===== config.mk =====
export PLATFORM = sky130hd
export DESIGN_NAME = counter_updown_mod
export DESIGN_NICKNAME = d
export VERILOG_FILES = /design/src/rtl/counter_pkg.sv /design/src/rtl/counter_prescaler.sv /design/src/rtl/counter_updown_mod.sv
export SDC_FILE = /design/constraint.sdc
export NUM_CORES = 1
export LEC_CHECK = 0
export ABC_AREA = 1
export BUFFER_PORTS_ARGS = -buffer_cell sky130_fd_sc_hd__buf_2
export CELL_PAD_IN_SITES_DETAIL_PLACEMENT = 1
export CELL_PAD_IN_SITES_GLOBAL_PLACEMENT = 2
export CORE_MARGIN = 1.5
export CORE_UTILIZATION = 25
export DETAILED_ROUTE_END_ITERATION = 6
export PLACE_DENSITY_LB_ADDON = 0.1
export SLEW_MARGIN = 20
export SYNTH_ARGS = -nofsm -noshare
export SYNTH_HDL_FRONTEND = slang
export SYNTH_SLANG_ARGS = --single-unit

===== constraint.sdc =====
create_clock -name clk -period 2.1 [get_ports clk]
set_input_delay 0.21 -clock clk [delete_from_list [all_inputs] [get_ports clk]]
set_output_delay 0.21 -clock clk [all_outputs]
set_load 0.02 [all_outputs]

===== src/rtl/counter_pkg.sv =====
// Shared encodings for the up/down modulo counter family.
package counter_pkg;

  typedef enum logic [1:0] {
    MODE_WRAP     = 2'b00,
    MODE_SAT      = 2'b01,
    MODE_PINGPONG = 2'b10,
    MODE_ONESHOT  = 2'b11
  } mode_e;

  localparam logic DIR_UP   = 1'b1;
  localparam logic DIR_DOWN = 1'b0;

endpackage


===== src/rtl/counter_prescaler.sv =====
// Tick prescaler: strobes on the last of every PRESCALE enabled cycles.
module counter_prescaler #(
  parameter int PRESCALE = 1
) (
  input  logic clk,
  input  logic reset,
  input  logic en,
  input  logic clear,
  output logic strobe
);

  localparam int CW = (PRESCALE > 1) ? $clog2(PRESCALE) : 1;
  localparam logic [CW-1:0] LAST = CW'(PRESCALE - 1);

  logic [CW-1:0] r_cnt;

  // NOTE: sequential state is always assigned with <= so every flop samples pre-edge values.
  always_ff @(posedge clk) begin
    if (reset || clear) begin
      r_cnt <= '0;
    end else if (en) begin
      r_cnt <= (r_cnt == LAST) ? '0 : r_cnt + CW'(1);
    end
  end

  // With PRESCALE = 1 the phase register is constant and the strobe is tied high.
  assign strobe = (PRESCALE == 1) ? 1'b1 : (r_cnt == LAST);

endmodule


===== src/rtl/counter_updown_mod.sv =====
// Parametrised up/down modulo counter with load, enable, prescaler and
// wrap / saturate / ping-pong / one-shot behaviour at the count bounds.
module counter_updown_mod
  import counter_pkg::*;
#(
  parameter int WIDTH     = 8,
  parameter int MAX_VALUE = 2**WIDTH - 1,
  parameter int PRESCALE  = 1
) (
  input  logic             clk,
  input  logic             reset,
  input  logic             en,
  input  logic             load,
  input  logic [WIDTH-1:0] load_value,
  input  logic             up_down,
  input  logic [1:0]       mode,
  output logic [WIDTH-1:0] result,
  output logic             tc,
  output logic             dir,
  output logic             halted
);

  localparam logic [WIDTH-1:0] MAXV = WIDTH'(MAX_VALUE);

  logic [WIDTH-1:0] r_result;
  logic             r_tc;
  logic             r_dir;
  logic             r_halted;

  mode_e            w_mode;
  logic             w_strobe;
  logic             w_tick;
  logic             w_dir;
  logic             w_at_bound;
  logic [WIDTH-1:0] w_step;
  logic [WIDTH-1:0] w_load_clamped;
  logic [WIDTH-1:0] w_next_result;
  logic             w_next_tc;
  logic             w_next_dir;
  logic             w_next_halted;

  counter_prescaler #(.PRESCALE(PRESCALE)) u_prescaler (
    .clk    (clk),
    .reset  (reset),
    .en     (en),
    .clear  (load),
    .strobe (w_strobe)
  );

  assign w_mode         = mode_e'(mode);
  assign w_tick         = en & w_strobe;
  assign w_dir          = (w_mode == MODE_PINGPONG) ? r_dir : up_down;
  assign w_at_bound     = (w_dir == DIR_UP) ? (r_result == MAXV) : (r_result == '0);
  assign w_step         = (w_dir == DIR_UP) ? r_result + WIDTH'(1) : r_result - WIDTH'(1);
  assign w_load_clamped = (load_value > MAXV) ? MAXV : load_value;

  // NOTE: every always_comb output gets a default first, so no path can infer a latch.
  always_comb begin
    w_next_result = r_result;
    w_next_tc     = 1'b0;
    w_next_dir    = r_dir;
    w_next_halted = r_halted;
    // A halted one-shot ignores ticks in any mode until load or reset.
    if (w_tick && !r_halted) begin
      w_next_result = w_step;
      if (w_at_bound) begin
        w_next_tc = 1'b1;
        case (w_mode)
          MODE_WRAP:     w_next_result = (w_dir == DIR_UP) ? '0 : MAXV;
          MODE_SAT:      w_next_result = r_result;
          MODE_PINGPONG: begin
            w_next_result = (w_dir == DIR_UP) ? MAXV - WIDTH'(1) : WIDTH'(1);
            w_next_dir    = ~r_dir;
          end
          MODE_ONESHOT: begin
            w_next_result = r_result;
            w_next_halted = 1'b1;
          end
        endcase
      end
    end
  end

  always_ff @(posedge clk) begin
    if (reset) begin
      r_result <= '0;
      r_tc     <= 1'b0;
      r_dir    <= DIR_UP;
      r_halted <= 1'b0;
    end else if (load) begin
      r_result <= w_load_clamped;
      r_tc     <= 1'b0;
      r_dir    <= up_down;
      r_halted <= 1'b0;
    end else begin
      r_result <= w_next_result;
      r_tc     <= w_next_tc;
      r_dir    <= w_next_dir;
      r_halted <= w_next_halted;
    end
  end

  assign result = r_result;
  assign tc     = r_tc;
  assign dir    = w_dir;
  assign halted = r_halted;

endmodule

==> run metrics <==
status finished clean; Synth Instances 168; H-Tree Depth 1; Die Y around 65 um; post-route setup TNS 0 ns; core box area approximately 3700 um2; Total Wirelength approximately 3300 um; final worst path period share 85.8%; Post-route DRC 0; Critical Path AT 1.98 ns; Antenna Cells 0; Cell Area, Synth 968 um2; reg2reg setup slack 0.30 ns; required time worst endpoint roughly 2.3 ns; HP Class in -> reg; Hold Path End result[1]$_SDFFE_PP0P_; post-synthesis simple-gate area fraction between 40% and 50%; Synth Area in Compound Gates ~16%; Unique masters post-synth 30; CP Launch Type flip-flop; DIE WIDTH around 65 um; Global Route Usage Sum roughly 17%; flip-flop and latch count after synthesis 11; Sink Count 11; Area Overhead vs Synth 26.1%; fin nets roughly 220; die area between 4000 and 5000 um2; Syn Area/Cell 5.76 um2; area of the multi-input gates roughly 670 um2; Port Buf Inserts 25; worst slew pin tran roughly 0.3 ns; Fin. Hold Viols 0; CP Launch Point r_dir$_SDFFE_PP1P_; Hold Crit Depth 2; Vias 1167; fillers approximately 500; drt wl/cell roughly 13 um; sequential element share of the synthesized area a little under a quarter; clock tree buffer depth 2; Initial Utilization 26.3%; highest clock rate 555 MHz; worst reg-to-reg path cell count 16; RSZ-0062 raised after global routing no; register clock-pin slew on the reported worst setup and hold paths around 0.05 ns; commonest cells after routing, fill and taps aside 55 x nand2_1, 25 x buf_2, 19 x inv_1, 18 x nor2_1, 13 x nand3_1; minimum clock period approximately 1.8 ns; share of post-route cells with drive strength above 1 24.7%; Rows 22; Clock Latency Late Sink 0.24 ns; synth warn 0; synthesized net count about 180; Root Buffer clkbuf_8; GP Congestion ~0.76; Pwr Density between 600 and 700 nW/um2; grt ovf 0; largest net degree at the start of global routing 12; FF+latch area ~220 um2; drt pass-1 iters 4; initial antenna violation count 0; P_leak approximately 0.00064 uW; IO Pins 26; vias in the first global route about 1100; Setup Viol. Count Final 0; Starting DRT DRC Count 24; maximum fanout along the worst path 3; post-CTS setup buffers 0; clock skew around 0.00066 ns; max cap viols 0; HPWL Detailed around 2700 um; Worst slew margin roughly four fifths; largest family of logic cells by synthesized area simple AND/OR/NAND/NOR gates; Synth Area in Adders approximately 1.3%; Synth Area in XOR/XNOR less than 1%; # hold bufs at CTS 0; max-slew violation count 0; CTS Buf Count 3; CTS tree done; Worst Min Path Start reset; R2R Path Start r_dir$_SDFFE_PP1P_; Worst VDD drop ~0.27 mV; Worst Hold Slack 0.257 ns; CP Class reg -> reg; multiplexer area fraction after synthesis 0%; Vias/cell ~4.7; critical path endpoint category flip-flop; R2R Path End result[4]$_SDFFE_PP0P_; post-route ant nets 0; most common cell after layout, fill and taps aside nand2_1; first-pass GRT wire length about 5600 um
[layer usage]
| metal | up-vias | global-route usage [%] | share of wire, % |
|---|---|---|---|
| met2 | 21 | 29.0 | 47 |
| li1 | 604 | - | - |
| met1 | 538 | 23.2 | 50 |
| met5 | - | 0 | 0 |
| met4 | 0 | 3.91 | 0.82 |
| met3 | 4 | 1.71 | 2.9 |
[layout make-up]
type / instances / area share (%)
Sequential cell: 11 / 18.0
Clock buffer: 4 / 3.69
Tap cell: 48 / 4.92
Inverter: 22 / 6.76
Timing Repair Buffer: 28 / 12.1
Multi-Input combinational cell: 133 / 54.5
[cells in the mapped netlist (all sizes together)]
cell	number	area (um2)
nand2	63	262
a31oi	1	6.26
nand3	16	85.1
o211ai	2	15.0
nor4	1	6.26
inv	21	78.8
dfxtp	11	220
o21bai	1	18.8
clkinv	1	3.75
nand4	2	12.5
ha	1	12.5
or2	2	12.5
nor2	19	73.8
buf	1	11.3
nand3b	1	7.51
o21ai	5	25.0
o21a	1	7.51
a21oi	11	58.8
nor3	3	15.0
o31ai	2	15.0
a41oi	1	8.76
xor2	1	8.76
clkbuf	1	3.75
[how the worst max path moves through the flow]
stage,to
3_5_place_dp,result[6]$_SDFFE_PP0P_
5_1_grt,result[4]$_SDFFE_PP0P_
3_3_place_gp,result[6]$_SDFFE_PP0P_
6_report,result[4]$_SDFFE_PP0P_
4_1_cts,result[6]$_SDFFE_PP0P_
2_1_floorplan,result[5]$_SDFFE_PP0P_
[flip-flops by register name, indices dropped and copies added (netlist names)]
name	cells
result	8
halted	1
r_dir	1
tc	1
[kinds of logic after synthesis]
logic type / Yosys count
and+or+nand+nor: 107
adders and majority gates: 1
AOI/OAI and AO/OA: 24
buffers and inverters: 24
xor gates and xnor gates: 1
DFF: 11
[power breakdown]
group          internal (uW)  total [uW]  switching [uW]
Combinational            115         321             206
Sequential               228         251            23.7
Clock                    134         220            86.0
Total                    477         793             316
[timing repair]
action	in CTS	in global routing
hold endpoints to repair	0	0
resized for setup	0	3
endpoints found under the setup margin	0	2
[per-stage QoR]
| stage | std cells | setup slack, ns | instance area [um2] | utilization, % | total power [uW] |
|---|---|---|---|---|---|
| finish | 246 | 0.298 | 1220 | 33.1 | 793 |
| global placement | 242 | 0.224 | 1160 | 31.5 | 568 |
| detailed placement | 242 | 0.138 | 1160 | 31.5 | 573 |
| global route | 246 | 0.00405 | 1220 | 33.1 | 859 |
| CTS | 246 | 0.193 | 1210 | 32.7 | 798 |
| floorplan | 168 | 0.425 | 968 | - | 470 |
[critical path, cell delays in order (launching register included)]
cell	delay, ns
dfxtp_1	0.33
inv_1	0.08
nand3_1	0.13
nand3_1	0.14
nand2_1	0.06
inv_1	0.05
ha_1	0.14
inv_1	0.04
nand2_1	0.07
inv_1	0.06
nor2_4	0.11
nand2_1	0.08
nand3_1	0.07
nand2_1	0.06
o21ai_1	0.14
nand2_1	0.07
a21oi_1	0.11
Power figures use the tool's default switching activity.
